## config.mk

```make
export PLATFORM = sky130hd
export DESIGN_NAME = mem_lsu_rmw_flat
export DESIGN_NICKNAME = d
export VERILOG_FILES = /design/src/rtl/mem_lsu_rmw_pkg.sv /design/src/rtl/mem_lsu_rmw_if.sv /design/src/rtl/mem_lsu_rmw_lane.sv /design/src/rtl/mem_lsu_rmw.sv /design/src/flat_wrapper.sv
export SDC_FILE = /design/constraint.sdc
export NUM_CORES = 1
export LEC_CHECK = 0
export ABC_AREA = 1
export BUFFER_PORTS_ARGS = -buffer_cell sky130_fd_sc_hd__buf_2
export CORE_AREA = 3 3 119 150
export CTS_CLUSTER_DIAMETER = 80
export DETAILED_ROUTE_END_ITERATION = 10
export DIE_AREA = 0 0 122 153
export GPL_TIMING_DRIVEN = 0
export PLACE_DENSITY = 0.69
export SLEW_MARGIN = 0
export SYNTH_ARGS = -nofsm -noshare
export SYNTH_HDL_FRONTEND = slang
export SYNTH_SLANG_ARGS = --single-unit
```

## constraint.sdc

```tcl
create_clock -name in_clk -period 3.5 [get_ports in_clk]
set_clock_uncertainty 0.05 [all_clocks]
set_input_delay 0.175 -clock in_clk [delete_from_list [all_inputs] [get_ports in_clk]]
set_output_delay 0.175 -clock in_clk [all_outputs]
set_load 0.005 [all_outputs]
```

## src/rtl/mem_lsu_rmw_pkg.sv

```systemverilog
// -----------------------------------------------------------------------------
// mem_lsu_pkg : shared definitions for the mem_lsu_rmw load/store unit.
//   - access size encodings (SZ_BYTE / SZ_HALF / SZ_WORD, plus the reserved code)
//   - FSM state encodings
//   - lane_sel      : first byte lane touched by an access
//   - is_misaligned : legality check for a size / low-address pair
// No ports (package).
// -----------------------------------------------------------------------------
package mem_lsu_pkg;

    localparam int LSU_ADDR_W = 32;
    localparam int LSU_DATA_W = 32;

    typedef enum logic [1:0] {
        SZ_BYTE = 2'd0,
        SZ_HALF = 2'd1,
        SZ_WORD = 2'd2,
        SZ_RSVD = 2'd3
    } size_e;

    typedef enum logic [1:0] {
        ST_IDLE    = 2'd0,
        ST_LD_WAIT = 2'd1,
        ST_RMW     = 2'd2
    } state_e;

    // Little-endian lane of the lowest byte touched. Address bits below the
    // access size are dropped, so a halfword always starts on lane 0 or 2.
    function automatic logic [1:0] lane_sel(input size_e sz, input logic [1:0] lo);
        case (sz)
            SZ_BYTE: return lo;
            SZ_HALF: return {lo[1], 1'b0};
            default: return 2'b00;
        endcase
    endfunction

    // Reserved size is never legal.
    function automatic logic is_misaligned(input size_e sz, input logic [1:0] lo);
        case (sz)
            SZ_BYTE: return 1'b0;
            SZ_HALF: return lo[0];
            SZ_WORD: return |lo;
            default: return 1'b1;
        endcase
    endfunction

endpackage

```

## src/rtl/mem_lsu_rmw_if.sv

```systemverilog
// -----------------------------------------------------------------------------
// mem_lsu_rmw_if : request/response bundle around the load/store unit.
//   Pipeline side : in_valid, in_rd_req, in_wr_req, in_size, in_ld_unsigned,
//                   in_addr, in_st_data, in_rd_idx -> LSU ; out_stall <- LSU
//   MEM_core side : out_MemWr, out_MemRd, out_Wr_data, out_WrRd_addr <- LSU ;
//                   in_Rd_data -> LSU
//   WB side       : out_ld_valid, out_ld_data, out_ld_rd_idx, out_misalign <- LSU
// Modports: slave (the LSU), master (everything around it).
// -----------------------------------------------------------------------------
interface mem_lsu_rmw_if #(
    parameter int ADDR_W = 32,
    parameter int DATA_W = 32
);
    logic              in_valid;
    logic              in_rd_req;
    logic              in_wr_req;
    logic [1:0]        in_size;
    logic              in_ld_unsigned;
    logic [ADDR_W-1:0] in_addr;
    logic [DATA_W-1:0] in_st_data;
    logic [4:0]        in_rd_idx;
    logic              out_stall;
    logic              out_MemWr;
    logic              out_MemRd;
    logic [DATA_W-1:0] out_Wr_data;
    logic [ADDR_W-1:0] out_WrRd_addr;
    logic [DATA_W-1:0] in_Rd_data;
    logic              out_ld_valid;
    logic [DATA_W-1:0] out_ld_data;
    logic [4:0]        out_ld_rd_idx;
    logic              out_misalign;

    modport slave (
        input  in_valid, in_rd_req, in_wr_req, in_size, in_ld_unsigned,
               in_addr, in_st_data, in_rd_idx, in_Rd_data,
        output out_stall, out_MemWr, out_MemRd, out_Wr_data, out_WrRd_addr,
               out_ld_valid, out_ld_data, out_ld_rd_idx, out_misalign
    );

    modport master (
        output in_valid, in_rd_req, in_wr_req, in_size, in_ld_unsigned,
               in_addr, in_st_data, in_rd_idx, in_Rd_data,
        input  out_stall, out_MemWr, out_MemRd, out_Wr_data, out_WrRd_addr,
               out_ld_valid, out_ld_data, out_ld_rd_idx, out_misalign
    );
endinterface

```

## src/rtl/mem_lsu_rmw_lane.sv

```systemverilog
// -----------------------------------------------------------------------------
// mem_lsu_lane : combinational byte-lane datapath shared by the load and the
// read-modify-write paths.
//   i_size, i_lane : latched access size and first byte lane
//   i_unsigned     : zero-extend instead of sign-extend
//   i_rd_word      : word returned by MEM_core
//   i_st_data      : store data, sub-word value in the low bits
//   o_ld_ext       : extracted and extended load value
//   o_merged       : i_rd_word with the store bytes replaced at i_lane
// -----------------------------------------------------------------------------
module mem_lsu_lane
    import mem_lsu_pkg::*;
(
    input  size_e       i_size,
    input  logic [1:0]  i_lane,
    input  logic        i_unsigned,
    input  logic [31:0] i_rd_word,
    input  logic [31:0] i_st_data,
    output logic [31:0] o_ld_ext,
    output logic [31:0] o_merged
);
    logic [31:0] w_shifted;
    logic [31:0] w_ins;
    logic [3:0]  w_byte_en;

    // Load: bring the addressed lane down to bit 0.
    assign w_shifted = i_rd_word >> {i_lane, 3'b000};
    // Store: move the sub-word up to its lane.
    assign w_ins     = i_st_data << {i_lane, 3'b000};

    always_comb begin
        o_ld_ext = i_rd_word;
        case (i_size)
            SZ_BYTE: o_ld_ext = {{24{~i_unsigned & w_shifted[7]}},  w_shifted[7:0]};
            SZ_HALF: o_ld_ext = {{16{~i_unsigned & w_shifted[15]}}, w_shifted[15:0]};
            default: o_ld_ext = i_rd_word;
        endcase
    end

    genvar gi;
    generate
        for (gi = 0; gi < 4; gi++) begin : g_lane
            assign w_byte_en[gi] = (i_size == SZ_BYTE) ? (i_lane == 2'(gi)) :
                                   (i_size == SZ_HALF) ? (i_lane[1] == 1'(gi / 2)) :
                                   1'b1;
            assign o_merged[8*gi +: 8] = w_byte_en[gi] ? w_ins[8*gi +: 8]
                                                       : i_rd_word[8*gi +: 8];
        end
    endgenerate

endmodule

```

## src/rtl/mem_lsu_rmw.sv

```systemverilog
// -----------------------------------------------------------------------------
// mem_lsu_rmw : load/store unit between EX/MEM and MEM_core.
//   in_clk   : clock, rising edge
//   in_rst_n : asynchronous active-low reset
//   bus      : mem_lsu_rmw_if.slave (pipeline request, MEM_core access,
//              WB load result, misalignment pulse)
// Aligned SW is written in the accept cycle. Loads read in the accept cycle and
// return a registered, extended result two cycles later. SB/SH read the word,
// then write the merged word one cycle later (read-modify-write).
// Build option LSU_MISALIGN_TRAP_EN: when defined, illegal requests make no
// access and pulse out_misalign; when undefined, low address bits below the
// access size are ignored and size 3 is treated as a word.
// -----------------------------------------------------------------------------
module mem_lsu_rmw
    import mem_lsu_pkg::*;
#(
    parameter int ADDR_W = LSU_ADDR_W,
    parameter int DATA_W = LSU_DATA_W
) (
    input  logic          in_clk,
    input  logic          in_rst_n,
    mem_lsu_rmw_if.slave  bus
);
    state_e            r_state;
    size_e             r_size;
    logic [1:0]        r_lane;
    logic              r_unsigned;
    logic [4:0]        r_rd_idx;
    logic [DATA_W-1:0] r_st_data;
    logic [ADDR_W-1:0] r_addr;
    logic              r_ld_valid;
    logic [DATA_W-1:0] r_ld_data;
    logic [4:0]        r_ld_rd_idx;
    logic              r_misalign;

    logic              w_is_store;
    logic              w_is_load;
    logic              w_accept;
    logic              w_illegal;
    logic              w_go;
    size_e             w_req_size;
    logic [1:0]        w_req_lane;
    logic [ADDR_W-1:0] w_req_addr;
    logic [31:0]       w_ld_ext;
    logic [31:0]       w_merged;
    logic              w_stall;
    logic              w_mem_wr;
    logic              w_mem_rd;
    logic [DATA_W-1:0] w_wr_data;
    logic [ADDR_W-1:0] w_addr;

    // Both request bits set means store.
    assign w_is_store = bus.in_wr_req;
    assign w_is_load  = bus.in_rd_req & ~bus.in_wr_req;
    assign w_accept   = (r_state == ST_IDLE) & bus.in_valid & (w_is_store | w_is_load);

`ifdef LSU_MISALIGN_TRAP_EN
    assign w_req_size = size_e'(bus.in_size);
    assign w_illegal  = is_misaligned(size_e'(bus.in_size), bus.in_addr[1:0]);
`else
    assign w_req_size = (size_e'(bus.in_size) == SZ_RSVD) ? SZ_WORD : size_e'(bus.in_size);
    assign w_illegal  = 1'b0;
`endif

    assign w_go       = w_accept & ~w_illegal;
    assign w_req_lane = lane_sel(w_req_size, bus.in_addr[1:0]);
    assign w_req_addr = {bus.in_addr[ADDR_W-1:2], 2'b00};

    mem_lsu_lane u_lane (
        .i_size     (r_size),
        .i_lane     (r_lane),
        .i_unsigned (r_unsigned),
        .i_rd_word  (bus.in_Rd_data),
        .i_st_data  (r_st_data),
        .o_ld_ext   (w_ld_ext),
        .o_merged   (w_merged)
    );

    // MEM_core controls are combinational so SW and the first read of a
    // multi-cycle op happen in the accept cycle. Reset forces them quiet so an
    // RMW caught by reset never reaches memory.
    always_comb begin
        w_stall   = 1'b0;
        w_mem_wr  = 1'b0;
        w_mem_rd  = 1'b0;
        w_wr_data = '0;
        w_addr    = '0;
        case (r_state)
            ST_IDLE: begin
                if (w_go) begin
                    w_addr = w_req_addr;
                    if (w_is_store && (w_req_size == SZ_WORD)) begin
                        w_mem_wr  = 1'b1;
                        w_wr_data = bus.in_st_data;
                    end else begin
                        w_mem_rd  = 1'b1;
                    end
                end
            end
            ST_LD_WAIT: w_stall = 1'b1;
            ST_RMW: begin
                w_stall   = 1'b1;
                w_mem_wr  = 1'b1;
                w_wr_data = w_merged;
                w_addr    = r_addr;
            end
            default: ;
        endcase
        if (!in_rst_n) begin
            w_stall   = 1'b0;
            w_mem_wr  = 1'b0;
            w_mem_rd  = 1'b0;
            w_wr_data = '0;
            w_addr    = '0;
        end
    end

    always_ff @(posedge in_clk or negedge in_rst_n) begin
        if (!in_rst_n) begin
            r_state     <= ST_IDLE;
            r_size      <= SZ_BYTE;
            r_lane      <= 2'b00;
            r_unsigned  <= 1'b0;
            r_rd_idx    <= '0;
            r_st_data   <= '0;
            r_addr      <= '0;
            r_ld_valid  <= 1'b0;
            r_ld_data   <= '0;
            r_ld_rd_idx <= '0;
            r_misalign  <= 1'b0;
        end else begin
            r_ld_valid <= 1'b0;
            r_misalign <= 1'b0;
            case (r_state)
                ST_IDLE: begin
                    if (w_accept) begin
                        if (w_illegal) begin
                            r_misalign <= 1'b1;
                        end else if (w_is_load || (w_req_size != SZ_WORD)) begin
                            r_size     <= w_req_size;
                            r_lane     <= w_req_lane;
                            r_unsigned <= bus.in_ld_unsigned;
                            r_rd_idx   <= bus.in_rd_idx;
                            r_st_data  <= bus.in_st_data;
                            r_addr     <= w_req_addr;
                            r_state    <= w_is_load ? ST_LD_WAIT : ST_RMW;
                        end
                    end
                end
                ST_LD_WAIT: begin
                    r_ld_data   <= w_ld_ext;
                    r_ld_rd_idx <= r_rd_idx;
                    r_ld_valid  <= 1'b1;
                    r_state     <= ST_IDLE;
                end
                ST_RMW:  r_state <= ST_IDLE;
                default: r_state <= ST_IDLE;
            endcase
        end
    end

    assign bus.out_stall     = w_stall;
    assign bus.out_MemWr     = w_mem_wr;
    assign bus.out_MemRd     = w_mem_rd;
    assign bus.out_Wr_data   = w_wr_data;
    assign bus.out_WrRd_addr = w_addr;
    assign bus.out_ld_valid  = r_ld_valid;
    assign bus.out_ld_data   = r_ld_data;
    assign bus.out_ld_rd_idx = r_ld_rd_idx;
    assign bus.out_misalign  = r_misalign;

endmodule

```

## src/flat_wrapper.sv

```systemverilog
// flat-port wrapper written by rule: the top's interface ports become plain ports
module mem_lsu_rmw_flat import mem_lsu_pkg::*;
#(
    parameter int ADDR_W = LSU_ADDR_W,
    parameter int DATA_W = LSU_DATA_W
)
  (in_clk, in_rst_n, bus_in_valid, bus_in_rd_req, bus_in_wr_req, bus_in_size, bus_in_ld_unsigned, bus_in_addr, bus_in_st_data, bus_in_rd_idx, bus_in_Rd_data, bus_out_stall, bus_out_MemWr, bus_out_MemRd, bus_out_Wr_data, bus_out_WrRd_addr, bus_out_ld_valid, bus_out_ld_data, bus_out_ld_rd_idx, bus_out_misalign);
  mem_lsu_rmw_if #(.ADDR_W(ADDR_W), .DATA_W(DATA_W)) bus_i ();
  input  logic in_clk;
  input  logic in_rst_n;
  input wire logic [$bits(bus_i.in_valid)-1:0] bus_in_valid;
  input wire logic [$bits(bus_i.in_rd_req)-1:0] bus_in_rd_req;
  input wire logic [$bits(bus_i.in_wr_req)-1:0] bus_in_wr_req;
  input wire logic [$bits(bus_i.in_size)-1:0] bus_in_size;
  input wire logic [$bits(bus_i.in_ld_unsigned)-1:0] bus_in_ld_unsigned;
  input wire logic [$bits(bus_i.in_addr)-1:0] bus_in_addr;
  input wire logic [$bits(bus_i.in_st_data)-1:0] bus_in_st_data;
  input wire logic [$bits(bus_i.in_rd_idx)-1:0] bus_in_rd_idx;
  input wire logic [$bits(bus_i.in_Rd_data)-1:0] bus_in_Rd_data;
  output wire logic [$bits(bus_i.out_stall)-1:0] bus_out_stall;
  output wire logic [$bits(bus_i.out_MemWr)-1:0] bus_out_MemWr;
  output wire logic [$bits(bus_i.out_MemRd)-1:0] bus_out_MemRd;
  output wire logic [$bits(bus_i.out_Wr_data)-1:0] bus_out_Wr_data;
  output wire logic [$bits(bus_i.out_WrRd_addr)-1:0] bus_out_WrRd_addr;
  output wire logic [$bits(bus_i.out_ld_valid)-1:0] bus_out_ld_valid;
  output wire logic [$bits(bus_i.out_ld_data)-1:0] bus_out_ld_data;
  output wire logic [$bits(bus_i.out_ld_rd_idx)-1:0] bus_out_ld_rd_idx;
  output wire logic [$bits(bus_i.out_misalign)-1:0] bus_out_misalign;
  assign bus_i.in_valid = bus_in_valid;
  assign bus_i.in_rd_req = bus_in_rd_req;
  assign bus_i.in_wr_req = bus_in_wr_req;
  assign bus_i.in_size = bus_in_size;
  assign bus_i.in_ld_unsigned = bus_in_ld_unsigned;
  assign bus_i.in_addr = bus_in_addr;
  assign bus_i.in_st_data = bus_in_st_data;
  assign bus_i.in_rd_idx = bus_in_rd_idx;
  assign bus_i.in_Rd_data = bus_in_Rd_data;
  assign bus_out_stall = bus_i.out_stall;
  assign bus_out_MemWr = bus_i.out_MemWr;
  assign bus_out_MemRd = bus_i.out_MemRd;
  assign bus_out_Wr_data = bus_i.out_Wr_data;
  assign bus_out_WrRd_addr = bus_i.out_WrRd_addr;
  assign bus_out_ld_valid = bus_i.out_ld_valid;
  assign bus_out_ld_data = bus_i.out_ld_data;
  assign bus_out_ld_rd_idx = bus_i.out_ld_rd_idx;
  assign bus_out_misalign = bus_i.out_misalign;
  mem_lsu_rmw #(.ADDR_W(ADDR_W), .DATA_W(DATA_W)) u_core (.in_clk(in_clk), .in_rst_n(in_rst_n), .bus(bus_i));
endmodule
```

==> qor.yml, run 1 <==
outcome: "finished, final reports clean"
start_util_pct: 42.5
antenna_cells: 0
startpoint_type: "input port"
postCtsSetupRepairBufs: 0
whs_endpoint: "u_core.r_st_data[5]$_DFFE_PN0P_"
clock_path_buffers: 2
post_dp_cell_area_um2: 8450
netlist_area_um2: 7070
async_reset_ff_share_pct: 100
synth-edff-count: 0
worstRegToRegCells: 8
tightest_slew_ps: 577
io_buffers: 211
cts_buffers: 9
yosysMostFrequentCell: "nand2_1"
gp_congestion: 0.959
hold_depth: 3
final_area_um2: 9410
p_int_mw: 3.89
synth_flop_cell: "dfrtp_1"
hp-class: "input port to flop"
drv_cap: 0
max_freq_mhz: 357
avgViaCountPerCell: 5.07
final_hold_viol_count: 0
period_needed_ps: 2800
comb_power_share_pct: 52.5
synth_top_area_cell: "dfrtp_1"
dp.cells: 1497
drive_gt1_share_pct: 22.5
powerDensity_nw_per_um2: 750
synth_common_cells: "nand2_1 (431), dfrtp_1 (112), nand3_1 (103), inv_1 (87), a21oi_1 (70)"
clk_pin_slew_ps: 80
fp-row-count: 53
synth.area.top_cells: "dfrtp_1 (40%), nand2_1 (23%), nand3_1 (7.3%), a21oi_1 (5.0%), inv_1 (4.6%)"
setup_viol: 0
switching_share_pct: 44.9
clock-sinks: 112
cts_hold_buf: 65
die_area_um2: 18700
ir_drop_mv: 0.306
drtPass1Iterations: 6
synth_top_area_share_pct: 39.6
grt_pass1_vias: 7699
wirelength_mm: 25.5
grt_overflow_total: 0
cts_tree: "built"
area_delta_synth_final_pct: 33.0
fin_util_pct: 56.5
ys_seq_area_share_pct: 39.6
synth.distinct_cells: 31
critical_path_required_ps: 3270
syn_inst: 1063
min_from: "bus_in_st_data[5]"
relSlewSlack_pct: 61.5
fin_crit_sh_pct: 80.0
drc: 0
ant_nets: 0
post_cts_resized: 0
r2r_end: "u_core.r_st_data[9]$_DFFE_PN0P_"
root_buffer: "clkbuf_16"
wl_per_cell_um: 16.2
grt_usage_pct: 27.2
crit_path_end_kind: "output pin"
synth_seq_cells: 112
total_power_mw: 7.06
clock_latency_ps: 370
cp.arrival_ps: 2570
num-fill-cells: 1651
grt_pass1_wl_mm: 39.9
rrSetupSlack_ps: 1430
critPathKind: "input port to output pin"
power_frac_seq_pct: 31.5
fin_nets: 1465
antenna_found_initial: 0
rsz0062_at_grt: "false"
die_x_um: 122
avgSynthCellArea_um2: 6.65
io_pins: 215
power_switching_mw: 3.17
grt_max_degree: 79
power.share.clock_pct: 16.0
path_max_fanout: 78
die_y_um: 153
drv_slew: 0
htreeDepth: 3
finalNonFillerCells: 1578
setup_tns_ps: 0
drt_iter0_markers: 605
reg2reg_from: "u_core.r_state[0]$_DFFE_PN0P_"
core_area_um2: 16600
dp_hpwl_mm: 19.1
p_leak_nw: 5.13
ys_warn_count: 0
vias: 8006
[state kept, by name, indices dropped and copies added, names as in the netlist]
name / flops
u_core.bus.out_ld_data: 32
u_core.bus.out_ld_rd_idx: 5
u_core.bus.out_ld_valid: 1
u_core.r_addr: 30
u_core.r_lane: 2
u_core.r_rd_idx: 5
u_core.r_size: 2
u_core.r_st_data: 32
u_core.r_state: 2
u_core.r_unsigned: 1
[through the flow]
step	setup WS (ps)	hold slack, ps
floorplan	1860	-171
global placement	-330	322
detailed placement	1170	51.1
CTS	689	1.20
global route	546	24.1
finish	700	10.4
[power groups by stage]
stage | logic [mW] | registers [mW] | clock network (mW)
6_report | 3.71 | 2.22 | 1.13
5_1_grt | 4.16 | 2.29 | 1.19
4_1_cts | 3.69 | 2.22 | 1.14
3_5_place_dp | 3.62 | 2.24 | 0
3_3_place_gp | 3.56 | 2.22 | 0
2_1_floorplan | 2.39 | 2.19 | 0
[worst max-delay path, stage by stage]
cell,delay (ps)
dlygate4sd3_1,540
buf_6,320
buf_16,360
inv_2,240
clkbuf_1,330
a21oi_1,330
buf_2,170
[per-layer routing]
metal / routed length [um] / up-vias / track usage [%]
li1: - / 3939 / -
met1: 10000 / 3618 / 33.2
met2: 12200 / 372 / 45.3
met3: 1910 / 77 / 5.00
met4: 1340 / 0 / 14.5
met5: 0 / - / 0
[layout make-up]
cell class                      count  area [um2]  share of cell area (%)
Multi-Input combinational cell    787        3520                    37.4
Sequential cell                   112        2800                    29.8
Timing Repair Buffer              277        1740                    18.5
Buffer                             71         400                    4.26
Inverter                           95         362                    3.84
Tap cell                          220         275                    2.93
Clock buffer                       10         239                    2.54
Clock inverter                      6        72.6                   0.771
[worst max-delay path by stage]
stage                     endpoint  slack [ps]  cells after the start                           from
3_5_place_dp   bus_out_Wr_data[18]        1170                      8  u_core.r_state[1]$_DFFE_PN0P_
4_1_cts        bus_out_Wr_data[18]         690                      7                       in_rst_n
5_1_grt        bus_out_Wr_data[18]         550                      7                       in_rst_n
3_3_place_gp   bus_out_Wr_data[18]        -330                      5                       in_rst_n
6_report       bus_out_Wr_data[18]         700                      7                       in_rst_n
2_1_floorplan  bus_out_Wr_data[12]        1860                      7  u_core.r_state[0]$_DFFE_PN0P_
[cell families after synthesis]
group           Yosys count  share of synthesized area, %
compound gates          150                          12.2
fa+ha+maj                 3                         0.531
buf+inv                 166                          10.8
flops                   112                          39.6
other cells               1                        0.0530
simple gates            631                          36.9
[placed cells by master (no fill, tap or decap), types with 2 or more instances in the layout]
master,instances
a21oi_1,70
a22oi_1,30
buf_2,236
buf_4,9
buf_6,10
clkbuf_1,26
clkbuf_16,9
conb_1,3
dfrtp_1,112
dlygate4sd3_1,65
ha_1,3
inv_1,87
inv_2,5
inv_4,2
inv_6,4
nand2_1,431
nand3_1,103
nand3_2,3
nand4_1,8
nor2_1,64
nor2_4,2
o211ai_1,4
o21ai_0,39
o21ai_1,4
or2_2,16
No activity file was read; power rests on OpenSTA's default activity.
==> run 2: changes to the inputs <==
clock period = 2.91 ns   (was 3.5 ns; I/O delays follow)
==> run 2 against run 1 <==
- non-clock buffer count is 5 higher
- worst hold slack worse by 3.5 ps
- final area is 0.53% higher
- die area stayed put
- wire length is 0.22% lower
- critical path depth stayed put
- sequential share of layout area is 0.16 points lower
- clock-buffer cell count stayed put
- first-iteration DRC count is 0.83% lower
- register-to-register slack worse by 590 ps
- sequential cell count stayed put
- global-route usage hardly changed
==> qor.yml, run 2 (synthesis gave the netlist of run 1 again) <==
outcome: "finished, final reports clean"
reg2reg_from: "u_core.r_state[0]$_DFFE_PN0P_"
antenna_cells: 0  # unchanged
cp.arrival_ps: 2550  # -20 ps
grtUsageMet2_pct: 45.4  # +0.13 points
final_hold_viol_count: 0  # unchanged
finalNonFillerCells: 1583  # +0.32%
wl_per_cell_um: 16.1  # -0.54%
die_y_um: 153  # unchanged
crit_path_end_kind: "output pin"
clock_latency_ps: 360  # about the same
crit_buf_inv: 6  # unchanged
fin_crit_sh_pct: 94.2
clk_pin_slew_ps: 80  # about the same
setup_viol: 0  # unchanged
fp-row-count: 53  # unchanged
min_from: "bus_in_st_data[15]"
root_buffer: "clkbuf_16"
cpPeakStageDelay_ps: 540  # about the same
io_buffers: 211  # unchanged
setup_tns_ps: 0  # unchanged
clock_path_buffers: 2  # unchanged
cts_tree: "built"
die_x_um: 122  # unchanged
avgViaCountPerCell: 5.09  # +0.42%
period_needed_ps: 2740
hold_depth: 3  # unchanged
drt_iter0_markers: 600  # -0.83%
top_usage_layer: "met2"
grt_overflow_total: 0  # unchanged
drive_gt1_share_pct: 22.4  # -0.082 points
vias: 8065  # +0.74%
gp_congestion: 0.959  # unchanged
cts_buffers: 9  # unchanged
p_leak_nw: 5.16  # +0.41%
grt.met3_usage_pct: 5.11  # +0.11 points
hp-class: "input port to flop"
drv_cap: 0  # unchanged
grt_use_met1_pct: 33.0  # -0.19 points
relSlewSlack_pct: 61.2  # -0.28 points
wirelength_mm: 25.5  # -0.22%
dp_hpwl_mm: 19.1  # unchanged
postCtsSetupRepairBufs: 0  # unchanged
crit_cells: 7  # unchanged
grt_max_degree: 79  # unchanged
dp.cells: 1497  # unchanged
htreeDepth: 3  # unchanged
final_common_cell: "nand2_1"
io_pins: 215  # unchanged
ir_drop_mv: 0.366  # +19%
layout_common_cells: "nand2_1 (431), buf_2 (236), dfrtp_1 (112), nand3_1 (103), inv_1 (87)"
drc: 0  # unchanged
powerDensity_nw_per_um2: 897  # +20%
die_area_um2: 18700  # unchanged
worstRegToRegCells: 8  # unchanged
ant_nets: 0  # unchanged
crit_family: "buffers and inverters"
critPathKind: "input port to output pin"
tightest_slew_ps: 581  # +4.24 ps
drv_slew: 0  # unchanged
worstPathCellList: "dlygate4sd3_1, buf_6, buf_16, inv_2, clkbuf_1, a21oi_1, buf_2"
grt_usage_pct: 27.3  # about the same
clock-sinks: 112  # unchanged
drtPass1Iterations: 6  # unchanged
antenna_found_initial: 0  # unchanged
crit_path_top_delay_cell: "dlygate4sd3_1"
area_delta_synth_final_pct: 33.7
path_max_fanout: 78  # unchanged
start_util_pct: 42.5  # unchanged
grt_pass1_wl_mm: 40.0  # +0.23%
startpoint_type: "input port"
total_power_mw: 8.48  # +20%
crit_path_start: "in_rst_n"
core_area_um2: 16600  # unchanged
fin_nets: 1470  # +0.34%
critical_path_required_ps: 2710  # -560 ps
max_freq_mhz: 365
grt_pass1_vias: 7750  # +0.66%
rsz0062_at_grt: "false"
run 2: worst register-to-register path, cell delays in order, from the launching register on:
cell and delay, ps:
dfrtp_1 380, inv_1 100, ha_1 170, nand2_1 70, nor2_1 280, nand2_1 170
inv_2 160, clkbuf_1 410, o21ai_0 150
run 2: final cells by class:
class | instances | area (um2)
inverter | 95 | 362
clock inverter | 6 | 72.6
timing repair buffer | 282 | 1790
multi-input combinational | 787 | 3520
fill | 1647 | 7190
tap | 220 | 275
clock buffer | 10 | 239
buffer | 71 | 400
sequential | 112 | 2800
run 2: timing repair:
item	in CTS	in global routing
hold buffers	70	0
hold endpoints to repair	105	0
resized for setup	0	0
endpoints found under the setup margin	0	0
run 2: through the flow:
step                      hold slack [ps]  util [%]  setup slack [ps]  instance area (um2)
after global routing                 47.4      56.8              15.2                 9460
after detailed placement             21.6      50.7               608                 8450
after global placement                293      50.5              -861                 8410
final                                6.84      56.8               168                 9460
after floorplan                      -200         -              1300                 7080
after CTS                            8.70      56.8               158                 9460
run 2: worst paths after layout:
check | endpoint | slack [ps]
setup / recovery | bus_out_Wr_data[18] | 170
hold / removal | u_core.r_st_data[15]$_DFFE_PN0P_ | 7
setup reg to reg | u_core.r_st_data[9]$_DFFE_PN0P_ | 840
hold reg to reg | u_core.bus.out_ld_rd_idx[3]$_DFFE_PN0P_ | 420
max in group asynchronous | u_core.r_st_data[22]$_DFFE_PN0P_ | 1890
min in group asynchronous | u_core.bus.out_ld_data[3]$_DFFE_PN0P_ | 190
run 2: where the power goes:
group | internal [mW] | switching [mW] | total, mW
combinational | 1.69 | 2.77 | 4.46
sequential | 2.29 | 0.386 | 2.67
clock | 0.706 | 0.643 | 1.35
total | 4.68 | 3.80 | 8.48
run 2: metal layers:
metal,part of all wire (%),vias up,routed length (um)
met2,48,358,12200
met3,6.9,73,1760
met4,5.2,0,1310
met5,0,-,0
li1,-,3958,-
met1,40,3676,10100
==> run 3: changes to the inputs <==
CELL_PAD_IN_SITES_DETAIL_PLACEMENT = 1   (was unset)
CELL_PAD_IN_SITES_GLOBAL_PLACEMENT = 2   (was unset)
CORE_AREA = 3 3 149 187   (was 3 3 119 150)
DIE_AREA = 0 0 152 190   (was 0 0 122 153)
PLACE_DENSITY = 0.8   (was 0.69)
==> run 3 against run 2 <==
- final cell count increased by 7.3%
- via count decreased by 0.94%
- global-route usage decreased by 6.4 points
- clock-buffer cell count decreased by 1
- fmax increased by 0.12%
- utilization decreased by 20 points
- die area increased by 55%
- critical endpoint is now bus_out_Wr_data[15]
- largest cell class unchanged
==> qor.yml, run 3 (synthesis gave the netlist of run 1 again) <==
total_power_mw: 8.62  # +1.6%
dp.cells: 1617  # +8.0%
fin_crit_sh_pct: 94.1  # -0.11 points
io_buffers: 211  # unchanged
clock_path_buffers: 2  # unchanged
rrSetupSlack_ps: 660  # -180 ps
clk_pin_slew_ps: 70  # about the same
ir_drop_mv: 0.366  # about the same
die_area_um2: 28900  # +55%
postCtsSetupRepairBufs: 0  # unchanged
final_area_um2: 9590  # +1.4%
wirelength_mm: 30.3  # +19%
io_pins: 215  # unchanged
grt_pass1_vias: 8739  # +13%
multi_input_area_um2: 3520  # unchanged
num-fill-cells: 3409  # +110%
drc: 0  # unchanged
antenna_cells: 0  # unchanged
place_worst_setup_slack_ps: 506  # -102 ps
worst_slack_ps: 171  # +3.17 ps
cts_buffers: 9  # unchanged
cts_tree: "built"
grt_pass1_wl_mm: 47.7  # +19%
fin_nets: 1469  # -0.068%
clock-sinks: 112  # unchanged
critical_path_required_ps: 2710  # about the same
vias: 7989  # -0.94%
wl_per_cell_um: 17.9  # +11%
core_area_um2: 26100  # +57%
drv_slew: 0  # unchanged
outcome: "finished, final reports clean"
relSlewSlack_pct: 59.8  # -1.5 points
path_max_fanout: 10  # -87%
drive_gt1_share_pct: 22.2  # -0.15 points
root_buffer: "clkbuf_16"
area_delta_synth_final_pct: 35.5
fp-row-count: 66  # +25%
antenna_found_initial: 0  # unchanged
hp-class: "input port to flop"
cp.arrival_ps: 2540  # about the same
layout_common_cells: "nand2_1 (431), buf_2 (236), dfrtp_1 (112), nand3_1 (103), inv_1 (87)"
post_dp_cell_area_um2: 8600  # +1.8%
dp_hpwl_mm: 23.7  # +24%
critPathKind: "flop to output pin"
period_needed_ps: 2740  # -3.17 ps
final_common_cell: "nand2_1"
gp_congestion: 0.877  # -8.5%
drtPass1Iterations: 5  # -1
p_leak_nw: 5.14  # -0.20%
holdWs_ps: 8.09  # +1.25 ps
grt_usage_pct: 20.9  # -6.4 points
max_freq_mhz: 365  # +0.12%
tightest_slew_ps: 604  # +22.2 ps
die_x_um: 152  # +25%
rsz0062_at_grt: "false"
drv_cap: 0  # unchanged
powerDensity_nw_per_um2: 899  # +0.22%
grt_max_degree: 70  # -11%
final_hold_viol_count: 0  # unchanged
clock_latency_ps: 360  # about the same
setup_tns_ps: 0  # unchanged
finalNonFillerCells: 1699  # +7.3%
fin_util_pct: 36.7  # -20 points
start_util_pct: 27.1  # -15 points
seqCellArea_um2: 2800  # unchanged
crit_path_end_kind: "output pin"
startpoint_type: "flop"
die_y_um: 190  # +24%
ant_nets: 0  # unchanged
grt_overflow_total: 0  # unchanged
setup_viol: 0  # unchanged
drt_iter0_markers: 323  # -46%
htreeDepth: 3  # unchanged
avgViaCountPerCell: 4.70  # -7.7%
-- run 3: cell types whose count changed in the layout (fill, tap and decap cells not counted) --
cell           before  now
dlygate4sd3_1      70   69
clkinv_2            0    1
buf_6              10    9
bufinv_16           1    2
inv_6               4    0
-- run 3: power breakdown --
| group | switching [mW] | leakage [nW] | total (mW) | internal, mW |
|---|---|---|---|---|
| combinational | 2.90 | 3.64 | 4.59 | 1.69 |
| clock | 0.604 | 0.143 | 1.34 | 0.741 |
| sequential | 0.394 | 1.36 | 2.68 | 2.29 |
| total | 3.90 | 5.14 | 8.62 | 4.72 |
-- run 3: worst paths after layout --
check	to	cells past startpoint	start
worst min-delay path	u_core.r_st_data[14]$_DFFE_PN0P_	3	bus_in_st_data[14]
worst max-delay path	bus_out_Wr_data[15]	8	u_core.r_state[1]$_DFFE_PN0P_
max in group asynchronous	u_core.r_st_data[10]$_DFFE_PN0P_	3	in_rst_n
worst max register to register	u_core.bus.out_ld_data[7]$_DFFE_PN0P_	7	u_core.r_state[1]$_DFFE_PN0P_
worst min register to register	u_core.bus.out_ld_rd_idx[2]$_DFFE_PN0P_	2	u_core.bus.out_ld_rd_idx[2]$_DFFE_PN0P_
min in group asynchronous	u_core.r_addr[7]$_DFFE_PN0P_	2	in_rst_n
-- run 3: repair_timing --
| item | 4_1_cts | 5_1_grt |
|---|---|---|
| hold buffers | 69 | 0 |
| endpoints found under the hold margin | 113 | 0 |
| endpoints found under the setup margin | 0 | 3 |
| gates resized for setup | 0 | 1 |
-- run 3: critical path: stages (launching register included) --
cell and delay [ps]:
dfrtp_1 400, inv_1 100, ha_1 170, nand2_1 70, nor2_1 400, clkbuf_1 530, nand2_1 100, a21oi_1 250
buf_2 160
-- run 3: area by class of cell --
class | instances | area share (%)
plain buffers | 71 | 4.18
clock buffers | 9 | 2.35
clock inverters | 4 | 0.757
inverters | 95 | 3.77
multi-input cells | 787 | 36.7
flip-flops and latches | 112 | 29.2
well taps | 340 | 4.44
repair buffers | 281 | 18.6
-- run 3: per-layer routing --
metal / wire, um / track usage, % / part of all wire [%] / up-vias
met2: 15400 / 38.4 / 51 / 220
met1: 12200 / 23.6 / 40 / 3776
met5: 0 / 0 / 0 / -
li1: - / - / - / 3938
met4: 1110 / 7.75 / 3.7 / 0
met3: 1590 / 4.55 / 5.2 / 55
